File: src/rtl/float_mul_requester.sv
// float_mul_requester
// Initiator side of the float multiplier's 4-phase req/ack handshake.
// Takes one operand pair from a valid/ready input stream, holds it on
// mul_a/mul_b while raising mul_req, captures mul_out on ack, waits for
// ack to return low, then offers the product on a valid/ready output stream.
// If ack does not arrive within timeout_cycles REQ cycles, the request is
// abandoned and a zero result is emitted with out_timeout set.
//
// Ports:
//   clk, rst               clock, synchronous active-high reset
//   in_valid/in_ready      operand stream handshake
//   in_a, in_b             operands
//   mul_req/mul_ack        4-phase handshake to the multiplier
//   mul_a, mul_b           operands held for the multiplier
//   mul_out                multiplier product (valid while mul_ack=1)
//   out_valid/out_ready    result stream handshake
//   out_data               captured product (0 on timeout)
//   out_timeout            result was produced by a timeout abort
module float_mul_requester #(
  parameter int float_width    = 32,
  parameter int timeout_cycles = 35,
  parameter int cnt_width      = 6
) (
  input  logic                   clk,
  input  logic                   rst,
  input  logic                   in_valid,
  output logic                   in_ready,
  input  logic [float_width-1:0] in_a,
  input  logic [float_width-1:0] in_b,
  output logic                   mul_req,
  input  logic                   mul_ack,
  output logic [float_width-1:0] mul_a,
  output logic [float_width-1:0] mul_b,
  input  logic [float_width-1:0] mul_out,
  output logic                   out_valid,
  input  logic                   out_ready,
  output logic [float_width-1:0] out_data,
  output logic                   out_timeout
);

  typedef enum logic [1:0] {IDLE, REQ, WAIT_LOW, RESULT} state_t;

  // Counter value on the last REQ cycle that may still wait for ack.
  localparam logic [cnt_width-1:0] TO_LAST = cnt_width'(timeout_cycles - 1);
  localparam logic [cnt_width-1:0] CNT_MAX = '1;

  state_t               state;
  logic [cnt_width-1:0] counter;

  assign in_ready = (state == IDLE);

  always_ff @(posedge clk) begin
    if (rst) begin
      state       <= IDLE;
      mul_req     <= 1'b0;
      mul_a       <= '0;
      mul_b       <= '0;
      out_valid   <= 1'b0;
      out_data    <= '0;
      out_timeout <= 1'b0;
      counter     <= '0;
    end else begin
      case (state)
        IDLE: begin
          if (in_valid) begin
            mul_a   <= in_a;
            mul_b   <= in_b;
            mul_req <= 1'b1;
            counter <= '0;
            state   <= REQ;
          end
        end
        REQ: begin
          // Ack is checked first so it wins over a coincident timeout.
          if (mul_ack) begin
            out_data    <= mul_out;
            out_timeout <= 1'b0;
            mul_req     <= 1'b0;
            state       <= WAIT_LOW;
          end else if (counter == TO_LAST) begin
            // No ack phase happened, so there is no return-to-zero to wait for.
            out_data    <= '0;
            out_timeout <= 1'b1;
            mul_req     <= 1'b0;
            out_valid   <= 1'b1;
            state       <= RESULT;
          end else if (counter != CNT_MAX) begin
            counter <= counter + 1'b1;
          end
        end
        WAIT_LOW: begin
          // A stuck-high ack is a multiplier fault; no timeout here.
          if (!mul_ack) begin
            out_valid <= 1'b1;
            state     <= RESULT;
          end
        end
        RESULT: begin
          if (out_ready) begin
            out_valid <= 1'b0;
            state     <= IDLE;
          end
        end
        default: state <= IDLE;
      endcase
    end
  end

endmodule

File: config.mk
export PLATFORM = sky130hd
export DESIGN_NAME = float_mul_requester
export DESIGN_NICKNAME = d
export VERILOG_FILES = /design/src/rtl/float_mul_requester.sv
export SDC_FILE = /design/constraint.sdc
export NUM_CORES = 1
export LEC_CHECK = 0
export CAP_MARGIN = 10
export CORE_MARGIN = 2
export CORE_UTILIZATION = 36
export DETAILED_ROUTE_END_ITERATION = 6
export GPL_TIMING_DRIVEN = 1
export HOLD_SLACK_MARGIN = 0.05
export PLACE_DENSITY = 0.76
export SYNTH_ARGS = -nofsm -noshare
export SYNTH_HDL_FRONTEND = slang
export SYNTH_SLANG_ARGS = --single-unit
export TNS_END_PERCENT = 5
File: constraint.sdc
create_clock -name clk -period 2.1 [get_ports clk]
set_clock_uncertainty 0.2 [all_clocks]
set_input_delay 0.315 -clock clk [delete_from_list [all_inputs] [get_ports clk]]
set_output_delay 0.315 -clock clk [all_outputs]
set_load 0.1 [all_outputs]
==> flow_metrics.py <==
metrics = {
    "placement": {
        "count_of_input_and_output_buffers": 200,
        "gp_routability_congestion": 0.8818,
        "detailedPlacementHpwl_mm": 8.527,
    },
    "synthesis": {
        "dominant_combinational_cell_family_by_area_after_synthesis": "simple AND/OR/NAND/NOR gates",
        "synth-xor-area-share_pct": 0,
        "post_synth_inst_count": 510,
        "ys_seq_elements": 107,
        "synth_adder_area_share_pct": 1.851,
        "compound_gate_fraction_of_synth_area_pct": 15.24,
        "post_synthesis_sequential_area_ratio_pct": 52.82,
        "yosysWarnings": 0,
        "share_of_flip_flops_with_an_asynchronous_set_or_reset_pct": 0,
        "synth_flop_cell": "sky130_fd_sc_hd__dfxtp_1",
        "number_of_enable_type_register_cells_in_the_synthesized_netlist": 0,
        "synth_fp_nets": 617,
        "post_synth_mux_area_share_pct": 0.7405,
        "synth_cell_type_count": 38,
        "synth_simple_gate_area_share_pct": 25.24,
        "avgSynthCellArea_um2": 7.951,
        "post_synthesis_cell_area_mm2": 0.004055,
    },
    "cts": {
        "postCtsSetupBuffers": 0,
        "cts_num_sinks": 107,
        "ctsHtreeMaxLevel": 3,
        "cts_tree": "done",
        "cts-buffers-inserted": 9,
        "clk_latency_ns": 0.34,
        "cts_root_buf": "sky130_fd_sc_hd__clkbuf_16",
        "max-clock-path-buffers": 2,
        "clk_transition_reported_paths_ns": 0.07,
    },
    "pwr": {
        "leakagePower_nw": 2.566,
        "peakVddDrop_mv": 0.8377,
        "p_per_area_mw_per_mm2": 1423,
    },
    "die": {
        "die_area_mm2": 0.01213,
        "pin_count": 201,
        "std_cell_rows": 38,
        "floorplan.initialDensity_pct": 37.08,
        "die_w_um": 110.1,
        "design.core.area_mm2": 0.01094,
        "die_y_um": 110.1,
    },
    "drt": {
        "route.antenna.remaining_nets": 0,
        "drt-pass1-iter-count": 5,
        "route.final.wire_length_mm": 11.86,
        "wl_per_cell_um": 13.97,
        "detail_route.vias_per_cell": 4.954,
        "vias": 4206,
        "remaining_drc_errors": 0,
        "dr.first_iter.drc_count": 324,
    },
    "global_routing": {
        "grt_pass1_vias": 3862,
        "grt_pass1_wl_mm": 17.98,
        "antenna_found_initial": 0,
        "global_route.usage.total_pct": 18.68,
        "gr-total-overflow": 0,
        "grt_start_max_net_pins": 103,
    },
    "sta": {
        "grt_setup_unrepaired": "false",
        "max_freq_ghz": 0.5062,
        "timing.final.setup_violations": 0,
        "layout_worst_path_cycle_share_pct": 94.07,
        "fin_setup_tns_ns": 0,
        "final_hold_viol_count": 0,
        "post-route-min-period_ns": 1.975,
        "max-slew-margin-rel_pct": 69.90,
        "worst-slew-pin-transition_ns": 0.4514,
        "timing.final.max_slew_violations": 0,
    },
    "status": {
        "run_status": "completed",
    },
    "final_layout": {
        "most_common_library_cell_in_the_layout_ignoring_fill_and_taps": "sky130_fd_sc_hd__nand2_1",
        "num_antenna_cells": 0,
        "layout_common_cells": "sky130_fd_sc_hd__nand2_1, sky130_fd_sc_hd__buf_4, sky130_fd_sc_hd__dfxtp_1",
        "seqCellArea_mm2": 0.002145,
        "fraction_of_final_layout_cells_with_drive_strength_greater_than_1_pct": 21.16,
        "finalCoreUtilization_pct": 58.56,
        "area_growth_pct": 57.91,
        "final.fill_count": 970,
        "finalNetCount": 811,
        "multi_input_combinational_cell_area_mm2": 0.001788,
    },
    "setup_path": {
        "worstPathArrival_ns": 1.98,
        "reg2reg_from": "state[1]$_SDFFE_PP0P_",
        "worst_path_largest_cell_delay_ns": 0.41,
        "cpLargestDelayFamily": "simple AND/OR/NAND/NOR gates",
        "critPathMaxFanout": 6,
        "timing.reg2reg.setup_slack_ns": 0.12,
        "critical_path.cell_chain": "inv_1, ha_2, and2_1, or3_4, buf_4, a21oi_1, o32ai_1",
        "worst_path_max_delay_cell": "sky130_fd_sc_hd__or3_4",
        "crit_required_ns": 2.11,
        "critical_path_class": "flip-flop to flip-flop",
        "setup.worst_path.start_class": "flip-flop",
        "worst_setup_path_end_kind": "flip-flop",
        "worstReg2RegEnd": "counter[4]$_SDFFE_PP0P_",
        "critPathBufInv": 2,
        "worstRegToRegCells": 7,
    },
    "min_path": {
        "hold_wc_path_type": "input port to flip-flop",
        "min_delay_path_depth": 4,
        "worstHoldStart": "rst",
        "timing.hold.worst_endpoint": "counter[2]$_SDFFE_PP0P_",
    },
    "run": {
        "drv_cap": 0,
    },
}
worst register-to-register path, stage by stage, from the launching register on:
cell and delay [ns]:
sky130_fd_sc_hd__dfxtp_2 0.37, sky130_fd_sc_hd__inv_1 0.09, sky130_fd_sc_hd__ha_2 0.22, sky130_fd_sc_hd__and2_1 0.17, sky130_fd_sc_hd__or3_4 0.41, sky130_fd_sc_hd__buf_4 0.15
sky130_fd_sc_hd__a21oi_1 0.13, sky130_fd_sc_hd__o32ai_1 0.11
layout make-up:
type | count | area share, %
inverters | 5 | 0.2931
flip-flops and latches | 107 | 33.49
clock inverters | 6 | 1.114
clock buffers | 10 | 3.732
repair buffers | 219 | 30.72
well taps | 140 | 2.735
multi-input cells | 362 | 27.92
flip-flops by register name (all words and copies together) (netlist names):
register	flops
mul_req	1
out_valid	1
counter	6
out_timeout	1
state	2
mul_b	32
out_data	32
mul_a	32
kinds of logic (layout without fill, tap and decap cells):
| family | count (synthesis) | after routing |
|---|---|---|
| compound gates | 115 | 115 |
| buf+inv | 41 | 240 |
| mux | 3 | 3 |
| fa+ha+maj | 6 | 6 |
| simple gates | 238 | 238 |
| flops | 107 | 107 |
how the worst max path moves through the flow:
stage / from / to / slack [ns] / cells after the start
2_1_floorplan: state[1]$_SDFFE_PP0P_ / counter[1]$_SDFFE_PP0P_ / 0.04 / 7
3_3_place_gp: mul_ack / counter[1]$_SDFFE_PP0P_ / 0.04 / 5
3_5_place_dp: state[1]$_SDFFE_PP0P_ / counter[1]$_SDFFE_PP0P_ / 0.002 / 6
4_1_cts: state[1]$_SDFFE_PP0P_ / counter[1]$_SDFFE_PP0P_ / 0.01 / 6
5_1_grt: counter[0]$_SDFFE_PP0P_ / out_data[7]$_SDFFE_PP0P_ / 0.001 / 8
6_report: state[1]$_SDFFE_PP0P_ / counter[4]$_SDFFE_PP0P_ / 0.12 / 7
repair_timing:
action	4_1_cts	5_1_grt
gates cloned	0	0
gates resized for setup	1	6
hold endpoints to repair	0	0
hold buffers	0	0
pin swaps	0	0
setup endpoints to repair	2	41
synthesized netlist by cell type (2+ instances only):
cell type                  number  area, µm²
sky130_fd_sc_hd__a21oi_1      102      510.5
sky130_fd_sc_hd__ha_1           6      75.07
sky130_fd_sc_hd__nor2b_1        2      12.51
sky130_fd_sc_hd__o32ai_1        3      26.28
sky130_fd_sc_hd__inv_1          4      15.01
sky130_fd_sc_hd__nor2_1         3      11.26
sky130_fd_sc_hd__nand3_1       34      170.2
sky130_fd_sc_hd__nand2_1      176      660.6
sky130_fd_sc_hd__dfxtp_1      107       2142
sky130_fd_sc_hd__buf_2          4      20.02
sky130_fd_sc_hd__and2_1         3      18.77
sky130_fd_sc_hd__nor3_1         4      20.02
sky130_fd_sc_hd__clkbuf_1      27      101.4
sky130_fd_sc_hd__mux2i_1        3      30.03
sky130_fd_sc_hd__or3_1          4      25.02
sky130_fd_sc_hd__buf_1          4      15.01
sky130_fd_sc_hd__nand4b_1       2      17.52
sky130_fd_sc_hd__nand3b_1       2      15.01
power by group:
group	switching [mW]	leakage, nW	internal [mW]
combinational	3.51	1.54	1.26
sequential	0.230	0.875	2.39
clock	0.753	0.146	0.970
total	4.50	2.57	4.62
stage by stage:
step / setup WS [ns] / instance area [µm²] / power (mW) / hold slack, ns / cells
3_3_place_gp: 0.04066 / 6066 / 7.316 / 0.2425 / 833
2_1_floorplan: 0.04203 / 4068 / 6.151 / 0.2510 / 510
5_1_grt: 0.001104 / 6404 / 9.532 / 0.2516 / 849
3_5_place_dp: 0.001777 / 6066 / 7.406 / 0.2498 / 833
4_1_cts: 0.01271 / 6382 / 9.158 / 0.2107 / 849
6_report: 0.1245 / 6404 / 9.112 / 0.2256 / 849
routing by layer:
| metal | part of all wire (%) | up-vias | GRT usage (%) | wire length [µm] |
|---|---|---|---|---|
| met2 | 48 | 182 | 31.46 | 5707 |
| met5 | 0 | - | 0 | 0 |
| li1 | - | 2086 | - | - |
| met1 | 40 | 1915 | 22.40 | 4732 |
| met3 | 9.5 | 23 | 5.173 | 1121 |
| met4 | 2.5 | 0 | 7.768 | 297 |
No activity file was read; power rests on OpenSTA's default activity.
